**src/rtl/axi_pkg.sv**
```systemverilog
// ---------------------------------------------------------------------------
// axi_pkg
// Shared definitions for the SRAM-to-AXI3 bridge:
//   - AXI transaction IDs used to steer read responses back to a requester
//   - fixed AXI3 attribute tie-offs (single-beat INCR, normal, non-cacheable)
//   - write-channel sequencing state encoding
//   - helper turning an SRAM size code into an AXI size field
// ---------------------------------------------------------------------------
package axi_pkg;

  // Read/write transaction IDs
  localparam logic [3:0] INST_ID = 4'd0;
  localparam logic [3:0] DATA_ID = 4'd1;

  // Fixed AXI3 attributes: every transfer is a single beat
  localparam logic [3:0] AXI_LEN_SINGLE  = 4'd0;
  localparam logic [1:0] AXI_BURST_INCR  = 2'b01;
  localparam logic [1:0] AXI_LOCK_NORMAL = 2'b00;
  localparam logic [3:0] AXI_CACHE_NONE  = 4'd0;
  localparam logic [2:0] AXI_PROT_NONE   = 3'd0;

  // Fetches are always full words; the fetch port's size input is ignored
  localparam logic [2:0] INST_FETCH_SIZE = 3'd2;

  // Write sequencing: both AW and W are offered together, and whichever
  // finishes first leaves the state that still waits on the other one.
  typedef enum logic [2:0] {
    WR_IDLE,
    WR_BOTH,     // awvalid and wvalid both asserted
    WR_AW_ONLY,  // W done, AW still waiting
    WR_W_ONLY,   // AW done, W still waiting
    WR_B_WAIT    // both done, waiting for the write response
  } wr_state_e;

  // SRAM size (bytes = 1 << size) maps straight onto AXI size
  function automatic logic [2:0] axi_size(input logic [1:0] sram_size);
    return {1'b0, sram_size};
  endfunction

endpackage

```
**src/rtl/axi_write_fsm.sv**
```systemverilog
// ---------------------------------------------------------------------------
// axi_write_fsm
// Sequences one AXI3 single-beat write through AW, W and B.
// A write is captured when start_i is pulsed in IDLE; its payload is held
// stable on the AW/W outputs until each channel handshakes.
//
// Ports:
//   clk_i, reset_i        clock, synchronous active-high reset
//   start_i               accept a new write (only honoured in IDLE)
//   addr_i/size_i         write address / SRAM size code
//   wdata_i/wstrb_i       write data / byte enables
//   idle_o                FSM is idle and can accept a write
//   done_o                write response received (one-cycle pulse)
//   awvalid_o/awready_i   AW handshake; awaddr_o/awsize_o payload
//   wvalid_o/wready_i     W handshake;  wdata_o/wstrb_o payload
//   bvalid_i              B channel valid (bready is tied high upstream)
// ---------------------------------------------------------------------------
module axi_write_fsm
  import axi_pkg::*;
(
  input  logic        clk_i,
  input  logic        reset_i,
  input  logic        start_i,
  input  logic [31:0] addr_i,
  input  logic [1:0]  size_i,
  input  logic [31:0] wdata_i,
  input  logic [3:0]  wstrb_i,
  output logic        idle_o,
  output logic        done_o,
  output logic        awvalid_o,
  input  logic        awready_i,
  output logic [31:0] awaddr_o,
  output logic [2:0]  awsize_o,
  output logic        wvalid_o,
  input  logic        wready_i,
  output logic [31:0] wdata_o,
  output logic [3:0]  wstrb_o,
  input  logic        bvalid_i
);

  wr_state_e   state_q, state_d;
  logic [31:0] awaddr_q;
  logic [2:0]  awsize_q;
  logic [31:0] wdata_q;
  logic [3:0]  wstrb_q;

  always_ff @(posedge clk_i) begin
    if (reset_i) begin
      state_q <= WR_IDLE;
    end else begin
      state_q <= state_d;
    end
  end

  // Payload is captured once at accept and held until the next accept
  always_ff @(posedge clk_i) begin
    if (reset_i) begin
      awaddr_q <= '0;
      awsize_q <= '0;
      wdata_q  <= '0;
      wstrb_q  <= '0;
    end else if (start_i && state_q == WR_IDLE) begin
      awaddr_q <= addr_i;
      awsize_q <= axi_size(size_i);
      wdata_q  <= wdata_i;
      wstrb_q  <= wstrb_i;
    end
  end

  always_comb begin
    state_d   = state_q;
    idle_o    = 1'b0;
    done_o    = 1'b0;
    awvalid_o = 1'b0;
    wvalid_o  = 1'b0;
    case (state_q)
      WR_IDLE: begin
        idle_o = 1'b1;
        if (start_i) state_d = WR_BOTH;
      end
      WR_BOTH: begin
        awvalid_o = 1'b1;
        wvalid_o  = 1'b1;
        if (awready_i && wready_i) state_d = WR_B_WAIT;
        else if (awready_i)        state_d = WR_W_ONLY;
        else if (wready_i)         state_d = WR_AW_ONLY;
      end
      WR_AW_ONLY: begin
        awvalid_o = 1'b1;
        if (awready_i) state_d = WR_B_WAIT;
      end
      WR_W_ONLY: begin
        wvalid_o = 1'b1;
        if (wready_i) state_d = WR_B_WAIT;
      end
      WR_B_WAIT: begin
        if (bvalid_i) begin
          done_o  = 1'b1;
          state_d = WR_IDLE;
        end
      end
      default: state_d = WR_IDLE;
    endcase
  end

  assign awaddr_o = awaddr_q;
  assign awsize_o = awsize_q;
  assign wdata_o  = wdata_q;
  assign wstrb_o  = wstrb_q;

endmodule

```
**src/rtl/sram_axi_bridge.sv**
```systemverilog
// ---------------------------------------------------------------------------
// sram_axi_bridge
// Merges the fetch (inst_sram_*) and data (data_sram_*) SRAM-style ports
// onto one AXI3 master. Reads share a single AR slot, data reads winning
// over fetches, and return by ID. Data writes go through axi_write_fsm.
// Data reads and data writes interlock so that a read never overtakes a
// write still in flight and vice versa.
//
// Ports:
//   clk, reset                 clock, synchronous active-high reset
//   inst_sram_*                fetch port (read only; wr/size/wstrb/wdata ignored)
//   data_sram_*                data port (read or write)
//   ar*, r*                    AXI3 read address / read data channels
//   aw*, w*, b*                AXI3 write address / data / response channels
// ---------------------------------------------------------------------------
module sram_axi_bridge
  import axi_pkg::*;
(
  input  logic        clk,
  input  logic        reset,
  // fetch port
  input  logic        inst_sram_req,
  input  logic        inst_sram_wr,
  input  logic [1:0]  inst_sram_size,
  input  logic [3:0]  inst_sram_wstrb,
  input  logic [31:0] inst_sram_addr,
  input  logic [31:0] inst_sram_wdata,
  output logic        inst_sram_addr_ok,
  output logic        inst_sram_data_ok,
  output logic [31:0] inst_sram_rdata,
  // data port
  input  logic        data_sram_req,
  input  logic        data_sram_wr,
  input  logic [1:0]  data_sram_size,
  input  logic [3:0]  data_sram_wstrb,
  input  logic [31:0] data_sram_addr,
  input  logic [31:0] data_sram_wdata,
  output logic        data_sram_addr_ok,
  output logic        data_sram_data_ok,
  output logic [31:0] data_sram_rdata,
  // AR channel
  output logic [3:0]  arid,
  output logic [31:0] araddr,
  output logic [3:0]  arlen,
  output logic [2:0]  arsize,
  output logic [1:0]  arburst,
  output logic [1:0]  arlock,
  output logic [3:0]  arcache,
  output logic [2:0]  arprot,
  output logic        arvalid,
  input  logic        arready,
  // R channel
  input  logic [3:0]  rid,
  input  logic [31:0] rdata,
  input  logic        rvalid,
  output logic        rready,
  // AW channel
  output logic [3:0]  awid,
  output logic [31:0] awaddr,
  output logic [3:0]  awlen,
  output logic [2:0]  awsize,
  output logic [1:0]  awburst,
  output logic [1:0]  awlock,
  output logic [3:0]  awcache,
  output logic [2:0]  awprot,
  output logic        awvalid,
  input  logic        awready,
  // W channel
  output logic [3:0]  wid,
  output logic [31:0] wdata,
  output logic [3:0]  wstrb,
  output logic        wlast,
  output logic        wvalid,
  input  logic        wready,
  // B channel
  input  logic        bvalid,
  output logic        bready
);

  // AR slot
  logic        ar_valid_q, ar_valid_d;
  logic [3:0]  ar_id_q, ar_id_d;
  logic [31:0] ar_addr_q, ar_addr_d;
  logic [2:0]  ar_size_q, ar_size_d;

  // One outstanding read per requester
  logic inst_pend_q, inst_pend_d;
  logic data_pend_q, data_pend_d;

  logic wr_idle;
  logic wr_done;
  logic data_rd_acc;
  logic inst_rd_acc;
  logic data_wr_acc;
  logic inst_r_hit;
  logic data_r_hit;

  // The fetch port is read-only; its write-side inputs have no effect
  logic unused_inst_sram;
  assign unused_inst_sram = ^{inst_sram_wr, inst_sram_size, inst_sram_wstrb, inst_sram_wdata};

  // Accepts look at the slot as registered, so a slot freed by this
  // cycle's AR handshake is only reusable from the next cycle.
  assign data_rd_acc = !reset && data_sram_req && !data_sram_wr && !ar_valid_q
                       && !data_pend_q && wr_idle;
  assign inst_rd_acc = !reset && inst_sram_req && !ar_valid_q && !inst_pend_q
                       && !data_rd_acc;
  assign data_wr_acc = !reset && data_sram_req && data_sram_wr && wr_idle
                       && !data_pend_q;

  // R beats with a foreign ID or no matching outstanding read are dropped
  assign inst_r_hit = !reset && rvalid && (rid == INST_ID) && inst_pend_q;
  assign data_r_hit = !reset && rvalid && (rid == DATA_ID) && data_pend_q;

  always_comb begin
    ar_valid_d = ar_valid_q;
    ar_id_d    = ar_id_q;
    ar_addr_d  = ar_addr_q;
    ar_size_d  = ar_size_q;
    if (ar_valid_q && arready) ar_valid_d = 1'b0;
    if (data_rd_acc) begin
      ar_valid_d = 1'b1;
      ar_id_d    = DATA_ID;
      ar_addr_d  = data_sram_addr;
      ar_size_d  = axi_size(data_sram_size);
    end else if (inst_rd_acc) begin
      ar_valid_d = 1'b1;
      ar_id_d    = INST_ID;
      ar_addr_d  = inst_sram_addr;
      ar_size_d  = INST_FETCH_SIZE;
    end
  end

  // Accept requires the flag clear, so clear-and-set never collide
  always_comb begin
    inst_pend_d = (inst_pend_q && !inst_r_hit) || inst_rd_acc;
    data_pend_d = (data_pend_q && !data_r_hit) || data_rd_acc;
  end

  always_ff @(posedge clk) begin
    if (reset) begin
      ar_valid_q  <= 1'b0;
      ar_id_q     <= '0;
      ar_addr_q   <= '0;
      ar_size_q   <= '0;
      inst_pend_q <= 1'b0;
      data_pend_q <= 1'b0;
    end else begin
      ar_valid_q  <= ar_valid_d;
      ar_id_q     <= ar_id_d;
      ar_addr_q   <= ar_addr_d;
      ar_size_q   <= ar_size_d;
      inst_pend_q <= inst_pend_d;
      data_pend_q <= data_pend_d;
    end
  end

  axi_write_fsm u_write_fsm (
    .clk_i     (clk),
    .reset_i   (reset),
    .start_i   (data_wr_acc),
    .addr_i    (data_sram_addr),
    .size_i    (data_sram_size),
    .wdata_i   (data_sram_wdata),
    .wstrb_i   (data_sram_wstrb),
    .idle_o    (wr_idle),
    .done_o    (wr_done),
    .awvalid_o (awvalid),
    .awready_i (awready),
    .awaddr_o  (awaddr),
    .awsize_o  (awsize),
    .wvalid_o  (wvalid),
    .wready_i  (wready),
    .wdata_o   (wdata),
    .wstrb_o   (wstrb),
    .bvalid_i  (bvalid)
  );

  // SRAM-side handshakes
  assign inst_sram_addr_ok = inst_rd_acc;
  assign data_sram_addr_ok = data_rd_acc || data_wr_acc;
  assign inst_sram_data_ok = inst_r_hit;
  assign data_sram_data_ok = data_r_hit || (!reset && wr_done);
  assign inst_sram_rdata   = rdata;
  assign data_sram_rdata   = rdata;

  // AR channel
  assign arid    = ar_id_q;
  assign araddr  = ar_addr_q;
  assign arsize  = ar_size_q;
  assign arvalid = ar_valid_q;
  assign arlen   = AXI_LEN_SINGLE;
  assign arburst = AXI_BURST_INCR;
  assign arlock  = AXI_LOCK_NORMAL;
  assign arcache = AXI_CACHE_NONE;
  assign arprot  = AXI_PROT_NONE;

  // Responses are always accepted
  assign rready = 1'b1;
  assign bready = 1'b1;

  // AW/W fixed attributes
  assign awid    = DATA_ID;
  assign awlen   = AXI_LEN_SINGLE;
  assign awburst = AXI_BURST_INCR;
  assign awlock  = AXI_LOCK_NORMAL;
  assign awcache = AXI_CACHE_NONE;
  assign awprot  = AXI_PROT_NONE;
  assign wid     = DATA_ID;
  assign wlast   = 1'b1;

endmodule

```
**config.mk**
```make
export PLATFORM = sky130hd
export DESIGN_NAME = sram_axi_bridge
export DESIGN_NICKNAME = d
export VERILOG_FILES = /design/src/rtl/axi_pkg.sv /design/src/rtl/axi_write_fsm.sv /design/src/rtl/sram_axi_bridge.sv
export SDC_FILE = /design/constraint.sdc
export NUM_CORES = 1
export LEC_CHECK = 0
export ABC_CLOCK_PERIOD_IN_PS = 1600
export BUFFER_PORTS_ARGS = -buffer_cell sky130_fd_sc_hd__buf_2
export CAP_MARGIN = 25
export CORE_AREA = 2 2 157 159
export CTS_CLUSTER_DIAMETER = 100
export DETAILED_ROUTE_END_ITERATION = 10
export DIE_AREA = 0 0 159 161
export GPL_ROUTABILITY_DRIVEN = 0
export SETUP_SLACK_MARGIN = 0.2
export SLEW_MARGIN = 10
export SYNTH_ARGS = -nofsm -noshare
export SYNTH_HDL_FRONTEND = slang
export SYNTH_SLANG_ARGS = --single-unit
```
**constraint.sdc**
```tcl
create_clock -name clk -period 1.6 [get_ports clk]
set_input_delay 0.16 -clock clk [delete_from_list [all_inputs] [get_ports clk]]
set_output_delay 0.16 -clock clk [all_outputs]
set_load 0.005 [all_outputs]
```
==> impl_metrics.json, run 1 <==
{
  "syn_area_per_cell_um2": 8.30,
  "worst_pin_slew_ps": 759,
  "status": "finished, final reports clean",
  "antenna_found_initial": 0,
  "arrival_ps": 1820,
  "layout_min_cycle_time_ps": 1570,
  "peakVddDrop_mv": 0.391,
  "final_util_pct": 33.7,
  "wire_per_inst_um": 15.9,
  "num_antenna_cells": 0,
  "holdPathEnd": "u_write_fsm.wdata_o[25]$_SDFFE_PP0P_",
  "critPathBufInv": 1,
  "start_util_pct": 21.9,
  "clockBufferDepth": 2,
  "core_mm2": 0.0240,
  "synth_cell_type_count": 32,
  "reg2reg_slack_ps": 30,
  "die_h_um": 161,
  "drive_gt1_share_pct": 55.3,
  "grt_setup_unrepaired": "true",
  "path_cells": "nand4bb_4 -> buf_6 -> a221oi_4 -> o31ai_4 -> mux2_4",
  "final_antenna_net_count": 0,
  "grt-ovfl-total": 0,
  "nNetsFinal": 1012,
  "r2r-start": "data_pend_q$_SDFF_PP0_",
  "synth_seq_area_share_pct": 42.3,
  "insertion_delay_ps": 350,
  "first_pass_iters": 4,
  "syn_to_final_growth_pct": 53.9,
  "netlist_area_mm2": 0.00525,
  "clk_pin_slew_ps": 90,
  "viasPerCell": 4.17,
  "setup_viol": 0,
  "cp_top_family": "compound AO/OA/AOI/OAI gates",
  "crit_type": "reg -> reg",
  "hold_viol_final": 0,
  "grt_start_max_net_pins": 59,
  "cp_slowest_cell": "dfxtp_2",
  "finClkSkew_ps": 10.3,
  "cp-end-kind": "flop",
  "htree_levels": 3,
  "netlist_instances": 632,
  "cts_root_buf": "clkbuf_16",
  "post-route-period-util_pct": 98.3,
  "hp-start": "data_sram_wdata[25]",
  "rr_worst_depth": 5,
  "grt_usage_pct": 13.5,
  "finalMaxSlewViolations": 0,
  "vias": 4808,
  "setup_ws_ps": 27.6,
  "rows": 57,
  "hpwl_um": 10500,
  "cts.sinks": 111,
  "critical_path.max_fanout": 3,
  "dp.cells": 1094,
  "drt_iter0_markers": 146,
  "ys_ff_latch": 111,
  "io_buffer_count": 227,
  "dieArea_mm2": 0.0256,
  "cts_tree": "built",
  "cts_hold_buffers": 0,
  "p_per_area_mw_per_mm2": 986,
  "holdWs_ps": 29.5,
  "yosys_warnings": 0,
  "max_stage_delay_ps": 340,
  "final_area_mm2": 0.00808,
  "die_w_um": 159,
  "hold_depth": 3,
  "maxCapViolCount": 0,
  "fmax_mhz": 636,
  "grt_first_pass_wirelength_um": 26400,
  "io-pin-count": 409,
  "numCtsBuffers": 9,
  "critPathRequiredTime_ps": 1850,
  "critPathLaunchType": "flop",
  "drcViolationCount": 0,
  "wl_um": 18300,
  "final_cells": 1154,
  "pre_cts_ws_ps": 15.7,
  "placed_area_mm2": 0.00613,
  "r2r-end": "u_write_fsm.state_q[0]$_SDFFE_PP0P_",
  "holdCritPathClass": "in -> reg",
  "maxSlewHeadroom_pct": 49.4,
  "leakage_nw": 3.74,
  "grt_pass1_vias": 4548
}
worst reg2reg max path, cell delays in order (launching register included):
cell and delay [ps]:
dfxtp_2 340, nand4bb_4 210, buf_6 140, a221oi_4 320, o31ai_4 140, mux2_4 310
final cells by class:
class                           count  area (um^2)
Fill cell                        2480        15900
Clock inverter                      6         63.8
Sequential cell                   111         2240
Tap cell                          324          405
Multi-Input combinational cell    408         2870
Inverter                            4         15.0
Timing Repair Buffer              291         2250
Clock buffer                       10          239
sequential cells by signal, summed over array words and instances (netlist names):
register and flops:
arid 1, u_write_fsm.awsize_o 2, arsize 2, data_pend_q 1
arvalid 1, u_write_fsm.wstrb_o 4, u_write_fsm.wdata_o 32, u_write_fsm.awaddr_o 32
inst_pend_q 1, u_write_fsm.state_q 3, araddr 32
logic make-up (layout without fill, tap and decap cells):
group,Yosys count,count (layout),synth area share (%)
AO/OA/AOI/OAI,116,116,13.0
buffers and inverters,157,311,20.6
flip-flops,111,111,42.3
other,2,46,0.143
multiplexers,36,36,6.96
XOR/XNOR,1,1,0.167
AND/OR/NAND/NOR,209,209,16.7
cell usage after synthesis:
master	instances	area share, %
nor2b_1	6	0.72
o31ai_1	1	0.14
nor3b_1	3	0.43
clkbuf_1	22	1.6
mux2_4	1	0.29
nor4bb_1	1	0.19
nor4b_4	1	0.45
buf_6	2	0.43
nor2_1	42	3.0
o21bai_1	1	0.14
or3_1	1	0.12
inv_1	4	0.29
nand3_1	4	0.38
dfxtp_1	111	42
a211oi_1	33	4.7
nor3_2	1	0.19
nand4bb_1	1	0.21
xnor2_1	1	0.17
mux2i_1	35	6.7
a31oi_1	1	0.12
nand2b_1	4	0.48
buf_4	111	16
buf_12	2	0.76
nand2_1	144	10
nand4_2	1	0.24
o21ai_0	2	0.19
buf_8	1	0.29
a221oi_2	1	0.29
a2111oi_0	1	0.17
conb_1	2	0.14
a21oi_1	76	7.2
buf_2	15	1.4
placed cells by master, fill, tap and decap left out, types with 4 or more instances in the layout:
cell / netlist / final
nand2_4: 0 / 51
clkbuf_16: 0 / 11
dfxtp_4: 0 / 4
a21oi_1: 76 / 37
buf_6: 2 / 14
mux2i_1: 35 / 32
a211oi_1: 33 / 33
nand2_2: 0 / 33
buf_2: 15 / 225
nand2_1: 144 / 60
dfxtp_1: 111 / 105
buf_12: 2 / 12
a21oi_2: 0 / 39
nor2_1: 42 / 39
buf_4: 111 / 17
conb_1: 2 / 46
buf_16: 0 / 17
through the flow:
stage                     total power, mW  setup TNS, ps
after floorplan                      4.24              0
after global placement               4.70              0
after detailed placement             4.71              0
after CTS                            7.85              0
after global routing                 8.39          -90.8
final                                7.96              0
power breakdown:
| group | leakage, nW | switching (mW) | internal, mW |
|---|---|---|---|
| clock network | 0.146 | 1.18 | 1.15 |
| registers | 0.908 | 0.185 | 3.03 |
| logic | 2.69 | 1.14 | 1.28 |
metal layers:
layer | GRT usage (%) | vias to the layer above | part of all wire (%)
met5 | 0 | - | 0
met4 | 4.79 | 0 | 2.4
met3 | 3.75 | 39 | 6.3
met2 | 22.6 | 203 | 49
met1 | 16.6 | 2241 | 43
li1 | - | 2325 | -
worst max-delay path by stage:
stage                                                    from                                   to  slack (ps)  depth (start not counted)
after floorplan           u_write_fsm.state_q[0]$_SDFFE_PP0P_  u_write_fsm.state_q[0]$_SDFFE_PP0P_         210                          5
after global placement    u_write_fsm.state_q[0]$_SDFFE_PP0P_  u_write_fsm.state_q[0]$_SDFFE_PP0P_          30                          5
after detailed placement                 arvalid$_SDFFE_PP0P_              araddr[15]$_SDFFE_PP0P_          20                          4
after CTS                              inst_pend_q$_SDFF_PP0_                    inst_sram_addr_ok          40                          5
after global routing                   inst_pend_q$_SDFF_PP0_              araddr[31]$_SDFFE_PP0P_         -20                          5
final                                  data_pend_q$_SDFF_PP0_  u_write_fsm.state_q[0]$_SDFFE_PP0P_          30                          5
repair_timing:
item	4_1_cts	5_1_grt
buffers inserted	21	4
pin swaps	49	63
cloned	18	2
gates resized for setup	127	127
endpoints found under the setup margin	114	114
(Power assumes the default switching activity.)
==> run 2, diff against run 1 <==
--- a/config.mk
+++ b/config.mk
@@ -6,7 +6,7 @@
 export NUM_CORES = 1
 export LEC_CHECK = 0
 export ABC_CLOCK_PERIOD_IN_PS = 1600
-export BUFFER_PORTS_ARGS = -buffer_cell sky130_fd_sc_hd__buf_2
+export BUFFER_PORTS_ARGS = -buffer_cell sky130_fd_sc_hd__buf_4
 export CAP_MARGIN = 25
 export CORE_AREA = 2 2 157 159
 export CTS_CLUSTER_DIAMETER = 100
==> impl_metrics.json, run 2 (synthesis results as in run 1) <==
{
  "numCtsBuffers": 9,
  "mostFrequentLayoutCell": "buf_4",
  "cts_tree": "built",
  "peakVddDrop_mv": 0.531,
  "drt_iter0_markers": 284,
  "vias": 4769,
  "cts_root_buf": "clkbuf_16",
  "layout_min_cycle_time_ps": 1570,
  "viasPerCell": 4.13,
  "max_stage_delay_ps": 350,
  "wire_per_inst_um": 15.9,
  "cp_top_family": "buffers and inverters",
  "io-pin-count": 409,
  "fmax_mhz": 638,
  "antenna_found_initial": 0,
  "critPathRequiredTime_ps": 1820,
  "holdCritPathClass": "in -> reg",
  "syn_to_final_growth_pct": 55.0,
  "fillers": 2512,
  "path_cells": "nand4bb_4 -> buf_6 -> nand2b_4 -> buf_6 -> buf_6 -> buf_16 -> nand2_1 -> a21oi_1",
  "wl_um": 18300,
  "critical_path.max_fanout": 6,
  "worst_pin_slew_ps": 660,
  "clk_pin_slew_ps": 80,
  "arrival_ps": 1780,
  "start_util_pct": 21.9,
  "insertion_delay_ps": 360,
  "cp-end-kind": "flop",
  "drive_gt1_share_pct": 45.3,
  "final_util_pct": 33.9,
  "setup_viol": 0,
  "core_mm2": 0.0240,
  "cpMostUsedCell": "buf_6",
  "final_cells": 1154,
  "cp_slowest_cell": "dfxtp_2",
  "critPathBufInv": 4,
  "finClkSkew_ps": 18.6,
  "io_buffer_count": 227,
  "maxCapViolCount": 0,
  "hold_viol_final": 0,
  "drcViolationCount": 0,
  "grt_usage_pct": 13.9,
  "setup_tns_ps": 0,
  "post-route-period-util_pct": 97.9,
  "dieArea_mm2": 0.0256,
  "htree_levels": 3,
  "clockBufferDepth": 2,
  "grt_start_max_net_pins": 59,
  "grt_pass1_vias": 4544,
  "hpwl_um": 11000,
  "dp.cells": 1095,
  "grt_first_pass_wirelength_um": 27100,
  "die_h_um": 161,
  "first_pass_iters": 4,
  "maxSlewHeadroom_pct": 56.0,
  "finalMaxSlewViolations": 0,
  "grt-ovfl-total": 0,
  "die_w_um": 159,
  "leakage_nw": 3.53,
  "status": "finished, final reports clean",
  "crit_type": "reg -> reg",
  "final_antenna_net_count": 0,
  "power_mw": 8.18,
  "cts.sinks": 111,
  "rows": 57,
  "num_antenna_cells": 0,
  "critPathLaunchType": "flop",
  "cts_hold_buffers": 0,
  "nNetsFinal": 1012,
  "p_per_area_mw_per_mm2": 1010,
  "grt_setup_unrepaired": "true",
  "final_cell_mix": "buf_4, nand2_1, dfxtp_1"
}
[run 2: cell types whose count changed in the layout (fill, tap and decap cells not counted), sizes merged]
| cell | change |
|---|---|
| buf | +1 |
| bufbuf | +1 |
| bufinv | +1 |
| clkbuf | -2 |
| clkinv | -1 |
| clkinvlp | -1 |
| inv | +1 |
[run 2: report_power, final]
group	internal, mW	total (mW)	switching, mW
Sequential	3.03	3.21	0.180
Combinational	1.43	2.48	1.05
Clock	1.31	2.50	1.19
Total	5.77	8.18	2.42
[run 2: layer usage]
metal  vias to the layer above  wire (um)  global-route usage, %
met1                      2210       7730                   17.1
met2                       213       9050                   23.5
met3                        29       1260                   4.26
met4                         0        310                   3.80
li1                       2317          -                      -
met5                         -          0                      0
[run 2: layout make-up]
class | instances | area (um^2) | share of cell area (%)
Multi-Input combinational cell | 408 | 2440 | 30.0
Tap cell | 324 | 405 | 4.98
Sequential cell | 111 | 2240 | 27.5
Timing Repair Buffer | 291 | 2710 | 33.3
Clock buffer | 10 | 239 | 2.94
Clock inverter | 6 | 83.8 | 1.03
Inverter | 4 | 15.0 | 0.185
[run 2: stage by stage]
stage / hold WS [ps] / worst slack, ps / area, um^2
floorplan: 296 / 205 / 5430
global placement: 320 / 59.3 / 6700
detailed placement: 320 / 30.7 / 6700
CTS: 22.2 / 36.3 / 7980
global route: 16.4 / -41.5 / 8130
finish: 46.5 / 33.3 / 8130
[run 2: repair_timing]
item	4_1_cts	5_1_grt
resized for setup	88	37
buffers inserted	25	3
endpoints found under the setup margin	112	114
cloned	15	0
pin swaps	28	4
[run 2: worst min-delay path, cell delays in order]
cell	delay, ps
buf_4	110
nand2_1	40
a21oi_1	50
[run 2: worst paths after layout]
| check | end | startpoint | depth (start not counted) | slack (ps) |
|---|---|---|---|---|
| max | u_write_fsm.wdata_o[7]$_SDFFE_PP0P_ | data_pend_q$_SDFF_PP0_ | 8 | 30 |
| min | u_write_fsm.wdata_o[1]$_SDFFE_PP0P_ | data_sram_wdata[1] | 3 | 50 |
| max reg2reg | u_write_fsm.wdata_o[7]$_SDFFE_PP0P_ | data_pend_q$_SDFF_PP0_ | 8 | 30 |
| min reg2reg | u_write_fsm.wdata_o[17]$_SDFFE_PP0P_ | u_write_fsm.wdata_o[17]$_SDFFE_PP0P_ | 2 | 450 |
==> run 3, diff against run 2 <==
==> constraint.sdc (replaced) <==
create_clock -name clk -period 1.6 [get_ports clk]
set_input_delay 0.16 -clock clk [delete_from_list [all_inputs] [get_ports clk]]
set_output_delay 0.16 -clock clk [all_outputs]
set_load 0.02 [all_outputs]
==> impl_metrics.json, run 3 (synthesis results as in run 1) <==
{
  "final_antenna_net_count": 0,
  "drt_iter0_markers": 229,
  "viasPerCell": 4.15,
  "multi_input_area_mm2": 0.00254,
  "num_antenna_cells": 0,
  "setup_viol": 0,
  "drive_gt1_share_pct": 46.3,
  "first_pass_iters": 4,
  "grt_usage_pct": 11.5,
  "critPathBufInv": 3,
  "fillers": 2550,
  "grt_pass1_vias": 4412,
  "drcViolationCount": 0,
  "io_buffer_count": 227,
  "critPathRequiredTime_ps": 1810,
  "grt_start_max_net_pins": 59,
  "layout_min_cycle_time_ps": 1540,
  "rows": 57,
  "htree_levels": 3,
  "cts.sinks": 111,
  "final-seq-area_mm2": 0.00224,
  "hold_depth": 3,
  "grt_setup_unrepaired": "true",
  "dp.cells": 1101,
  "holdCritPathClass": "in -> reg",
  "crit_cells": 6,
  "cts_root_buf": "clkbuf_16",
  "final_area_mm2": 0.00803,
  "path_cells": "nor4b_4 -> buf_4 -> buf_12 -> buf_12 -> mux2i_1 -> a211oi_2",
  "hpwl_um": 11300,
  "final_cells": 1147,
  "wl_um": 18200,
  "clockBufferDepth": 2,
  "internal-power_mw": 5.47,
  "finalMaxSlewViolations": 0,
  "status": "finished, final reports clean",
  "p_switching_mw": 2.74,
  "setup_tns_ps": 0,
  "post-route-period-util_pct": 96.1,
  "finClkSkew_ps": 12.1,
  "wire_per_inst_um": 15.9,
  "p_sw_share_pct": 33.4,
  "io-pin-count": 409,
  "cp_top_family": "buffers and inverters",
  "cts_tree": "built",
  "dieArea_mm2": 0.0256,
  "start_util_pct": 21.9,
  "crit_type": "reg -> reg",
  "hold_viol_final": 0,
  "insertion_delay_ps": 350,
  "grt-ovfl-total": 0,
  "p_per_area_mw_per_mm2": 1020,
  "vias": 4760,
  "final_util_pct": 33.5,
  "critical_path.max_fanout": 13,
  "maxCapViolCount": 0,
  "fmax_mhz": 650,
  "mostFrequentLayoutCell": "buf_4",
  "p_clk_share_pct": 27.4,
  "leakage_nw": 3.52,
  "worst_pin_slew_ps": 719,
  "cpMostUsedCell": "buf_12",
  "final_cell_mix": "buf_4, nand2_1, dfxtp_1",
  "rr_worst_depth": 6,
  "core_mm2": 0.0240,
  "max_stage_delay_ps": 340,
  "numCtsBuffers": 9,
  "clk_pin_slew_ps": 80,
  "antenna_found_initial": 0,
  "syn_to_final_growth_pct": 53.1,
  "placed_area_mm2": 0.00678,
  "grt_first_pass_wirelength_um": 23600,
  "pwr-share-comb_pct": 33.6,
  "pwr-share-seq_pct": 39.0,
  "nNetsFinal": 1005,
  "critPathLaunchType": "flop",
  "cp_slowest_cell": "dfxtp_2",
  "power_mw": 8.22,
  "peakVddDrop_mv": 0.349,
  "die_w_um": 159,
  "cp-end-kind": "flop",
  "die_h_um": 161,
  "maxSlewHeadroom_pct": 52.1,
  "cts_hold_buffers": 0,
  "arrival_ps": 1750
}
run 3: cell count changes in the layout (fill, tap and decap cells not counted), moves of 9 or more:
| cell | before | now |
|---|---|---|
| clkbuf_16 | 9 | 19 |
| buf_16 | 14 | 2 |
| a21oi_1 | 63 | 54 |
| nand2_4 | 9 | 24 |
| nand2_2 | 17 | 4 |
| a21oi_2 | 13 | 22 |
run 3: layer usage:
metal / vias to the layer above / GRT usage (%) / part of all wire, %
met5: - / 0 / 0
met4: 0 / 4.09 / 1.8
met3: 32 / 3.39 / 6.0
met2: 200 / 19.9 / 50
met1: 2231 / 13.7 / 42
li1: 2297 / - / -
run 3: timing repair:
item | CTS | global route
gates cloned | 1 | 16
resized for setup | 29 | 103
setup endpoints to repair | 105 | 111
pin swaps | 6 | 50
buffers inserted | 4 | 9
run 3: final cells by class:
class	instances	share of cell area [%]
well taps	324	5.05
repair buffers	283	31.7
multi-input cells	409	31.6
flip-flops and latches	111	27.9
clock inverters	6	0.639
inverters	4	0.187
clock buffers	10	2.85
run 3: power by group through the flow:
stage | registers [mW] | clock network, mW | logic [mW]
2_1_floorplan | 3.49 | 0 | 1.22
3_3_place_gp | 3.24 | 0 | 2.12
3_5_place_dp | 3.24 | 0 | 2.14
4_1_cts | 3.19 | 2.35 | 2.23
5_1_grt | 3.24 | 2.44 | 2.94
6_report | 3.21 | 2.25 | 2.76
run 3: path summary, 6_finish.rpt:
path                                             start                                   end  slack (ps)
hold / removal                      data_sram_wdata[7]   u_write_fsm.wdata_o[7]$_SDFFE_PP0P_          50
hold reg to reg   u_write_fsm.wdata_o[23]$_SDFFE_PP0P_  u_write_fsm.wdata_o[23]$_SDFFE_PP0P_         460
setup / recovery                inst_pend_q$_SDFF_PP0_               araddr[23]$_SDFFE_PP0P_          60
setup reg to reg                inst_pend_q$_SDFF_PP0_               araddr[23]$_SDFFE_PP0P_          60
run 3: metrics by stage:
stage,hold slack (ps),setup WS [ps]
3_3_place_gp,320,90.6
2_1_floorplan,296,186
3_5_place_dp,320,66.0
5_1_grt,30.8,1.94
6_report,46.6,62.0
4_1_cts,21.9,76.0
run 3: worst min-delay path, cell delays in order:
cell and delay [ps]:
buf_4 110, nand2_1 40, a21oi_1 50
